**src/rtl/mcucr_seq_guard.sv**
```systemverilog
// mcucr_seq_guard: protected-sequence guard for the MCUCR IO register.
// It snoops IO writes to MCUCR and enforces the two timed sequences:
// IVCE -> IVSEL (interrupts blocked while the window is open) and
// BODSE -> BODS (BODS self-expires after a fixed hold time).
// It also holds the unprotected PUD bit and provides the register read-back.
// Optional build macro: MCUCR_IVSEL_LOCK_EN adds ivsel_lock_i. While that
// input is high, a completing IVSEL write closes the window but leaves IVSEL
// unchanged.
module mcucr_seq_guard #(
    parameter logic [5:0] MCUCR_Address = 6'h35,
    parameter int         SEQ_WINDOW    = 4,
    parameter int         BODS_HOLD     = 3
) (
    input  logic       ireset,
    input  logic       cp2,
    input  logic [5:0] IO_Addr,
    input  logic [7:0] dbus_in,
    input  logic       iowe,
    input  logic       iore,
`ifdef MCUCR_IVSEL_LOCK_EN
    input  logic       ivsel_lock_i,
`endif
    output logic [7:0] dbus_out,
    output logic       out_en,
    output logic       ivsel_o,
    output logic       ivce_o,
    output logic       irq_block_o,
    output logic       bods_o,
    output logic       bodse_o,
    output logic       pud_o
);

    localparam int BSE_W  = (SEQ_WINDOW > 1) ? $clog2(SEQ_WINDOW + 1) : 1;
    localparam int HOLD_W = (BODS_HOLD > 1) ? $clog2(BODS_HOLD + 1) : 1;

    localparam logic [2:0]        IV_LOAD   = 3'(SEQ_WINDOW);
    localparam logic [BSE_W-1:0]  BSE_LOAD  = BSE_W'(SEQ_WINDOW);
    localparam logic [HOLD_W-1:0] HOLD_LOAD = HOLD_W'(BODS_HOLD);

    logic [2:0]        ivcnt, ivcnt_nxt;
    logic              ivsel, ivsel_nxt;
    logic [BSE_W-1:0]  bsecnt, bsecnt_nxt;
    logic [HOLD_W-1:0] bodscnt, bodscnt_nxt;
    logic              pud, pud_nxt;

    logic wr;
    logic ivsel_lock;
    logic bods_arm;
    logic bods_complete;
    logic unused_bits;

    // Bits 7, 3 and 2 of the write data have no storage behind them.
    assign unused_bits = ^{dbus_in[7], dbus_in[3:2]};

`ifdef MCUCR_IVSEL_LOCK_EN
    assign ivsel_lock = ivsel_lock_i;
`else
    assign ivsel_lock = 1'b0;
`endif

    assign wr            = (IO_Addr == MCUCR_Address) && iowe;
    assign bods_arm      = wr && dbus_in[6] && dbus_in[5];
    assign bods_complete = wr && dbus_in[6] && !dbus_in[5] && (bsecnt != '0);

    // Next-state logic for the IVCE window and the IVSEL bit. An arming
    // write always (re)starts the window; a write with IVCE clear inside
    // the window completes it, and a write outside the window does nothing.
    always_comb begin
        ivcnt_nxt = ivcnt;
        ivsel_nxt = ivsel;
        if (wr && dbus_in[0]) begin
            ivcnt_nxt = IV_LOAD;
        end else if (wr && (ivcnt != 3'd0)) begin
            ivcnt_nxt = 3'd0;
            if (!ivsel_lock) begin
                ivsel_nxt = dbus_in[1];
            end
        end else if (ivcnt != 3'd0) begin
            ivcnt_nxt = ivcnt - 3'd1;
        end
    end

    // Next-state logic for the BODSE window and the BODS hold counter.
    // Writes that neither arm nor complete leave the window running.
    always_comb begin
        bsecnt_nxt  = bsecnt;
        bodscnt_nxt = bodscnt;
        if (bods_arm) begin
            bsecnt_nxt = BSE_LOAD;
        end else if (bods_complete) begin
            bsecnt_nxt = '0;
        end else if (bsecnt != '0) begin
            bsecnt_nxt = bsecnt - 1'b1;
        end
        if (bods_complete) begin
            bodscnt_nxt = HOLD_LOAD;
        end else if (bodscnt != '0) begin
            bodscnt_nxt = bodscnt - 1'b1;
        end
    end

    // PUD is unprotected and simply follows every MCUCR write.
    always_comb begin
        pud_nxt = pud;
        if (wr) begin
            pud_nxt = dbus_in[4];
        end
    end

    // State registers; reset clears every window and hold immediately.
    always_ff @(posedge cp2 or negedge ireset) begin
        if (!ireset) begin
            ivcnt   <= 3'd0;
            ivsel   <= 1'b0;
            bsecnt  <= '0;
            bodscnt <= '0;
            pud     <= 1'b0;
        end else begin
            ivcnt   <= ivcnt_nxt;
            ivsel   <= ivsel_nxt;
            bsecnt  <= bsecnt_nxt;
            bodscnt <= bodscnt_nxt;
            pud     <= pud_nxt;
        end
    end

    assign ivce_o      = (ivcnt != 3'd0);
    assign irq_block_o = ivce_o;
    assign ivsel_o     = ivsel;
    assign bodse_o     = (bsecnt != '0);
    assign bods_o      = (bodscnt != '0);
    assign pud_o       = pud;

    assign out_en   = (IO_Addr == MCUCR_Address) && iore;
    assign dbus_out = {1'b0, bods_o, bodse_o, pud_o, 2'b00, ivsel_o, ivce_o};

endmodule

```
**config.mk**
```make
export PLATFORM = sky130hd
export DESIGN_NAME = mcucr_seq_guard
export DESIGN_NICKNAME = d
export VERILOG_FILES = /design/src/rtl/mcucr_seq_guard.sv
export SDC_FILE = /design/constraint.sdc
export NUM_CORES = 1
export LEC_CHECK = 0
export ABC_AREA = 1
export ABC_CLOCK_PERIOD_IN_PS = 1540
export CORE_MARGIN = 4
export CORE_UTILIZATION = 39
export CTS_CLUSTER_DIAMETER = 60
export DETAILED_ROUTE_END_ITERATION = 8
export PLACE_DENSITY = 0.84
export SLEW_MARGIN = 20
export SYNTH_ARGS = -nofsm -noshare
export SYNTH_HDL_FRONTEND = slang
export SYNTH_SLANG_ARGS = --single-unit
```
**constraint.sdc**
```tcl
create_clock -name cp2 -period 1.54 [get_ports cp2]
set_clock_uncertainty 0.15 [all_clocks]
set_input_delay 0.231 -clock cp2 [delete_from_list [all_inputs] [get_ports cp2]]
set_output_delay 0.231 -clock cp2 [all_outputs]
set_load 0.02 [all_outputs]
```
# Word level (Yosys, flattened, before mapping)
# Index checks and enable logic that the tools add are counted.
# W data, S select, Z words.
[classes] addsub=3 eq_ne=1 n_mux=8 bitwise=1 reduce_logical=16
[ops] cell="$mux W3" n=6
[ops] cell="$reduce_bool A3 Y1" n=4
[ops] cell="$logic_and A1 B1 Y1" n=8
[ops] cell="$eq A6 B6 Y1 const B" n=1
[ops] cell="$sub A3 B1 Y3 const B" n=2
[ops] cell="$mux W2" n=2
[ops] cell="$reduce_bool A2 Y1" n=2
[ops] cell="$reduce_and A2 Y1" n=1
[ops] cell="$sub A2 B1 Y2 const B" n=1
[ops] cell="$logic_not A1 Y1" n=1
[ops] cell="$not A1 Y1" n=1
[word_totals] regBits=10 input_bits=18 output_inout_bits=15 elab_cells=34

# Longest topological paths before layout
# Gate-level depths: netlist (run 1).
[depth] word_depth=7 mapped_depth=9 mapped_depth_nobuf=9

# Least setup slack after synthesis (run 1)
# OpenSTA, ideal clock, no wires.
[synth_path] path_type="reg-to-output" from="register ivcnt[0]" to="output dbus_out[0]" arrival_ns=1.183 required_ns=1.159 slack_ns=-0.024 stages_incl_launch_ff=6 path_cell_list="dfrtp_1 -> inv_1 -> ha_1 -> ha_1 -> inv_1 -> buf_4"
[synth_via] elab_chain_cells=1
[synth_lines] item="start, declared" line_no="40" rtl="logic [2:0] ivcnt, ivcnt_nxt;"
[synth_lines] item="start signal, assigned" line_no="119" rtl="ivcnt <= ivcnt_nxt;"
[synth_lines] item="$reduce_bool A3 Y1" line_no="127" rtl="assign ivce_o = (ivcnt != 3'd0);"
[synth_lines] item="end, declared" line_no="23" rtl="output logic [7:0] dbus_out,"
# Every way passes these cells.

# Final worst setup path (run 1)
[layout_path] from="register ivcnt[0]" to="output ivce_o"
[layout_via] elab_chain_cells=1
[layout_lines] item="$reduce_bool A3 Y1" line_no="127"
[layout_lines] item="end, declared" line_no="26" rtl="output logic ivce_o,"
# Every way passes these cells.

==> results of run 1 <==
==> cell usage in the layout, fill, tap and decap left out, drive strengths merged <==
cell / count
buf: 27
nand2: 19
inv: 15
nand3: 11
dfrtp: 10
clkdlybuf4s50: 10
nor2: 7
ha: 5
dlymetal6s2s: 4
dlygate4sd2: 4
conb: 3
clkbuf: 3
o21ai: 3
nand4: 2
clkinv: 1
o211ai: 1
xor2: 1
nand3b: 1
==> logic make-up (layout without fill, tap and decap cells) <==
group	after synthesis	after routing	synth area share [%]
simple gates	40	40	29.7
compound gates	4	4	3.30
fa+ha+maj	5	5	9.16
flops	10	10	36.6
other cells	1	3	0.549
xor+xnor	1	1	1.28
buf+inv	25	64	19.4
==> per-stage QoR <==
step / utilization, % / setup WS, ps / area, µm²
2_1_floorplan: - / 15.1 / 691
3_3_place_gp: 63.0 / -410 / 993
3_5_place_dp: 63.0 / -427 / 993
4_1_cts: 68.5 / -28.7 / 1080
5_1_grt: 71.3 / -92.8 / 1120
6_report: 71.3 / -25.4 / 1120
==> how the worst max path moves through the flow <==
stage	start	endpoint	slack, ps	cells after the start
2_1_floorplan	bsecnt[0]	dbus_out[5]	20	6
3_3_place_gp	IO_Addr[0]	out_en	-410	6
3_5_place_dp	IO_Addr[0]	out_en	-430	6
4_1_cts	ivcnt[0]	ivce_o	-30	5
5_1_grt	bsecnt[0]	bodse_o	-90	6
6_report	ivcnt[0]	ivce_o	-30	5
==> per-layer routing <==
| layer | vias to the layer above | track usage, % | share of wire [%] |
|---|---|---|---|
| met5 | - | 0 | 0 |
| met4 | 0 | 13.4 | 3.8 |
| met3 | 7 | 5.12 | 6.8 |
| met2 | 25 | 24.9 | 46 |
| met1 | 295 | 16.4 | 43 |
| li1 | 340 | - | - |
==> registers in the layout (all words and copies together) (netlist names) <==
register  flops
ivsel_o       1
pud_o         1
bsecnt        3
bodscnt       2
ivcnt         3
==> synth_stat cells <==
cell | instances | area (µm²)
o21ai_1 | 2 | 10.0
o21ai_0 | 1 | 5.00
o211ai_1 | 1 | 7.51
dfrtp_1 | 10 | 250
nor2_4 | 2 | 22.5
ha_1 | 5 | 62.6
nand2_4 | 1 | 11.3
nand3_1 | 10 | 50.1
nand3_2 | 1 | 10.0
buf_4 | 9 | 67.6
nand4_1 | 2 | 12.5
nand2_2 | 1 | 6.26
xor2_1 | 1 | 8.76
conb_1 | 1 | 3.75
nand3b_1 | 1 | 7.51
nor2_1 | 5 | 18.8
clkinv_4 | 1 | 8.76
inv_1 | 15 | 56.3
nand2_1 | 17 | 63.8
==> report_power, final <==
| part | total, mW | internal (mW) | switching (mW) |
|---|---|---|---|
| clock network | 0.180 | 0.0902 | 0.0897 |
| registers | 0.459 | 0.387 | 0.0723 |
| logic | 1.42 | 0.755 | 0.668 |
==> final cells by class <==
cell class              count  area, µm²  share of cell area, %
clock buffers               3       22.5                   2.00
flip-flops and latches     10        250                   22.3
multi-input cells          53        353                   31.4
repair buffers             45        410                   36.5
well taps                  16       20.0                   1.78
inverters                  16       67.6                   6.01
==> repair_timing <==
action | in CTS | in global routing
hold buffers | 0 | 0
setup buffers | 4 | 3
resized for setup | 61 | 10
endpoints found under the setup margin | 12 | 11
pin swaps | 4 | 6
==> impl_results.md, run 1 <==
- Num ports: 33
- Via density: ~4.7
- Worst setup EP type: primary output
- Final WL: between 1500 and 2000 µm
- # DRC: 0
- Drt pass-1 iters: 5
- CTS Buf Count: 3
- Port bufs: 26
- Number of clock sinks: 10
- Total power: a little over 2 mW
- CTS tree: done
- Syn_area_per_cell: a little under 8 µm²
- Post-route ant nets: 0
- Finish-stage setup viols: 5
- Layout Cells excl Fill: 143
- DIE WIDTH: between 40 and 50 µm
- Outcome: finished, violations left
- Critical path's slowest cell: dfrtp_1
- Ys Warns: 0
- Vias in the first global route: 662
- Worst Setup Start Kind: register
- H-tree depth: 1
- DRT iter0 DRCs: 6
- GP Congestion: 0.833
- Fillers: 110
- Nets@finish: 152
- Area growth syn-to-layout: 64.5%
- Worst r2r dst: ivsel_o
- Detail Placement HPWL: 1300 µm
- First-pass GRT wire length: between 2000 and 3000 µm
- Crit-path leading delay family: flip-flops
- Tmin final: ~1600 ps
- Violated checks: negative setup slack
- Die area: between 0.002 and 0.0025 mm²
- Buf+Inv Stages, Crit Path: 3
- WHS: between 100 and 150 ps
- Crit Path Class: reg2out
- Crit-path max cell delay: ~360 ps
- Clock-pin slew on the worst setup and hold paths: 70 ps
- Global route total overflow: 0
- Crit-path cells: inv_2 > ha_4 > ha_4 > inv_4 > buf_6
- VDD IR max: just over 0.9 mV
- Gr usage total: 15.6%
- R2R Path Start: ivcnt[0]
- Pin count of the biggest net entering global routing: 11
- Core ar.: about 0.0016 mm²
- Reg2reg setup slack: 110 ps
- CP required: roughly 1200 ps
- Final Slew Violations: 0
- Initial antenna violation count: 0
- Tightest Hold Check Type: in2async
- Max_cap viols: 0
- Number of diodes: 0
- Crit-path max FO: 4
- Leak Pwr: 0.623 nW
- Clock Path Buffers: 2
- Placed insts: about 130
- Post-route worst setup slack: -25.4 ps
- Clk_lat worst skew: 270 ps
- CP arrival: between 1000 and 1500 ps
- Synthesized area: about 680 µm²
- Worst Reg-to-Reg Cells: 8
- Initial Util: around 43%
- Cell Pwr Density: approximately 1800 mW/mm²
- Share of post-route cells with drive strength above 1: around two fifths
- Root buffer cell: clkbuf_4
- Peak Freq: between 0.6 and 0.7 GHz
- Sequential cell area fraction in the yosys report: a little over a third
- Total number of vias: around 670
- Period utilization: 102%
- Die Y: 49.9 µm
- Synth Register Bits: 10
- Routed WL per cell: roughly 12 µm
- Cell mode on critical path: ha_4
- Cells after Synth: 86
- Hold Vio Cnt, Final: 0
- Synth cell types: 19
- # rows: 14
- Unrepaired setup endpoints after global routing: yes
- Setup TNS: -107 ps
Power figures use the tool's default switching activity.
==> inputs of run 2 (changes only) <==
CTS_CLUSTER_SIZE = 40   (was unset)
PLACE_DENSITY = 0.82   (was 0.84)
==> impl_results.md, run 2 (synthesis gave the netlist of run 1 again) <==
- Met3 Resource Use GR: 4.82% (-0.30 points)
- R2R Path Start: ivcnt[0]
- VDD IR max: 0.919 mV (-1.2%)
- CP arrival: 1200 ps (+20 ps)
- Violated checks: negative setup slack
- Worst Reg-to-Reg Cells: 8 (unchanged)
- Tmin final: 1580 ps (+16.4 ps)
- Number of diodes: 0 (unchanged)
- Commonest non-fill, non-tap cell in the layout: buf_4
- Hold Vio Cnt, Final: 0 (unchanged)
- First-pass GRT wire length: 2730 µm (-5.7%)
- Initial Util: 43.3% (unchanged)
- Nets@finish: 148 (-2.6%)
- Total number of vias: 666 (-0.15%)
- Most frequent cells in the layout: buf_4 (18), nand2_1 (17), nand3_1 (10), dfrtp_1 (10), clkdlybuf4s50_1 (10)
- CTS Buf Count: 3 (unchanged)
- Share of post-route cells with drive strength above 1: 37.1% (-1.5 points)
- Post-route ant nets: 0 (unchanged)
- Setup crit start: ivcnt[0]
- Detail Placement HPWL: 1290 µm (-0.70%)
- Tightest Hold Check Type: in2async
- Gr usage total: 14.0% (-1.6 points)
- WHS: 139 ps (+2.46 ps)
- GR met2 Demand/Resource: 24.7% (-0.22 points)
- Initial antenna violation count: 0 (unchanged)
- Max_cap viols: 0 (unchanged)
- Global route total overflow: 0 (unchanged)
- # rows: 14 (unchanged)
- Post-route worst setup slack: -41.8 ps (-16.4 ps)
- DRT iter0 DRCs: 9 (+3)
- GR Util met1: 15.7% (-0.69 points)
- CP required: 1160 ps (about the same)
- Outcome: finished, violations left
- GP Congestion: 0.740 (-11%)
- Leak Pwr: 0.591 nW (-5.2%)
- Number of clock sinks: 10 (unchanged)
- Area growth syn-to-layout: 59.3%
- Num ports: 33 (unchanged)
- Placed insts: 132 (-0.75%)
- Clock-pin slew on the worst setup and hold paths: 70 ps (about the same)
- Most used routing layer: met2
- Port bufs: 26 (unchanged)
- Via density: 4.76 (+2.0%)
- Die Y: 49.9 µm (unchanged)
- Worst setup EP type: primary output
- Drt pass-1 iters: 4 (-1)
- Routed WL per cell: 11.8 µm (-4.9%)
- Die area: 0.00249 mm² (unchanged)
- Unrepaired setup endpoints after global routing: yes
- DIE WIDTH: 49.9 µm (unchanged)
- Crit Path Class: reg2out
- Final WL: 1650 µm (-6.9%)
- Layout Cells excl Fill: 140 (-2.1%)
- Worst Setup Start Kind: register
- CTS tree: done
- Core ar.: 0.00158 mm² (unchanged)
- Clk_lat worst skew: 260 ps (about the same)
- Pin count of the biggest net entering global routing: 11 (unchanged)
- Vias in the first global route: 661 (-0.15%)
- Period utilization: 103% (+1.1 points)
- Final Slew Violations: 0 (unchanged)
- Crit-path max FO: 4 (unchanged)
- Peak Freq: 0.632 GHz (-1.0%)
- Finish-stage setup viols: 5 (unchanged)
- # DRC: 0 (unchanged)
- Reg2reg setup slack: 80 ps (-30 ps)
- Clock Path Buffers: 2 (unchanged)
- CP endpoint: dbus_out[0]
- Root buffer cell: clkbuf_4
- Largest regs: bsecnt (3), ivcnt (3), bodscnt (2)
- H-tree depth: 1 (unchanged)
- Cell Pwr Density: 1840 mW/mm² (+0.48%)
- Worst r2r dst: ivsel_o
run 2: cell count changes in the layout (fill, tap and decap cells not counted), moves of 2 or more:
cell,before,now
dlymetal6s2s_1,4,2
buf_4,21,18
ha_2,0,2
dlygate4sd2_1,4,6
run 2: repair_timing:
action                                  in CTS  in global routing
hold buffers                                 0                  0
endpoints found under the setup margin      12                  8
gates resized for setup                     63                  6
pin swaps                                    4                  4
buffers inserted                             2                  2
run 2: critical path, cell delays in order (launching register included):
cell and delay, ps:
dfrtp_1 350, inv_1 50, ha_2 190, ha_4 160, inv_4 70, buf_6 110
run 2: worst min-delay path by stage:
stage | end | cells past startpoint
4_1_cts | ivcnt[2] | 1
5_1_grt | ivcnt[2] | 1
3_3_place_gp | bodscnt[0] | 2
2_1_floorplan | bodscnt[0] | 0
6_report | ivcnt[2] | 1
3_5_place_dp | pud_o | 2
run 2: cell type report:
class,instances,area [µm²]
multi-input cells,53,345
flip-flops and latches,10,250
repair buffers,41,369
inverters,16,67.6
well taps,16,20.0
clock buffers,4,36.3
fillers,140,488
run 2: report_power, final:
| group | internal [mW] | switching, mW | total [mW] |
|---|---|---|---|
| Clock | 0.143 | 0.0948 | 0.238 |
| Sequential | 0.387 | 0.0694 | 0.456 |
| Combinational | 0.670 | 0.643 | 1.31 |
| Total | 1.20 | 0.807 | 2.01 |
run 2: routing by layer:
metal,vias to the layer above,part of all wire (%)
li1,336,-
met1,299,42
met2,27,49
met3,4,7.4
met4,0,1.3
met5,-,0
run 2: metrics by stage:
stage	cell area (µm²)	setup WS (ps)	util (%)	TNS [ps]	total power, mW
2_1_floorplan	691	15.1	-	0	1.11
3_3_place_gp	986	-410	62.5	-2680	1.50
3_5_place_dp	986	-458	62.5	-3270	1.56
4_1_cts	1060	-43.5	67.5	-208	1.95
5_1_grt	1090	-93.4	69.0	-413	2.17
6_report	1090	-41.8	69.0	-152	2.01
==> inputs of run 3 (changes only) <==
SLEW_MARGIN = unset   (was 20)
==> results of run 3 <==
Final layout, timing and power as in run 2 (identical DEF).
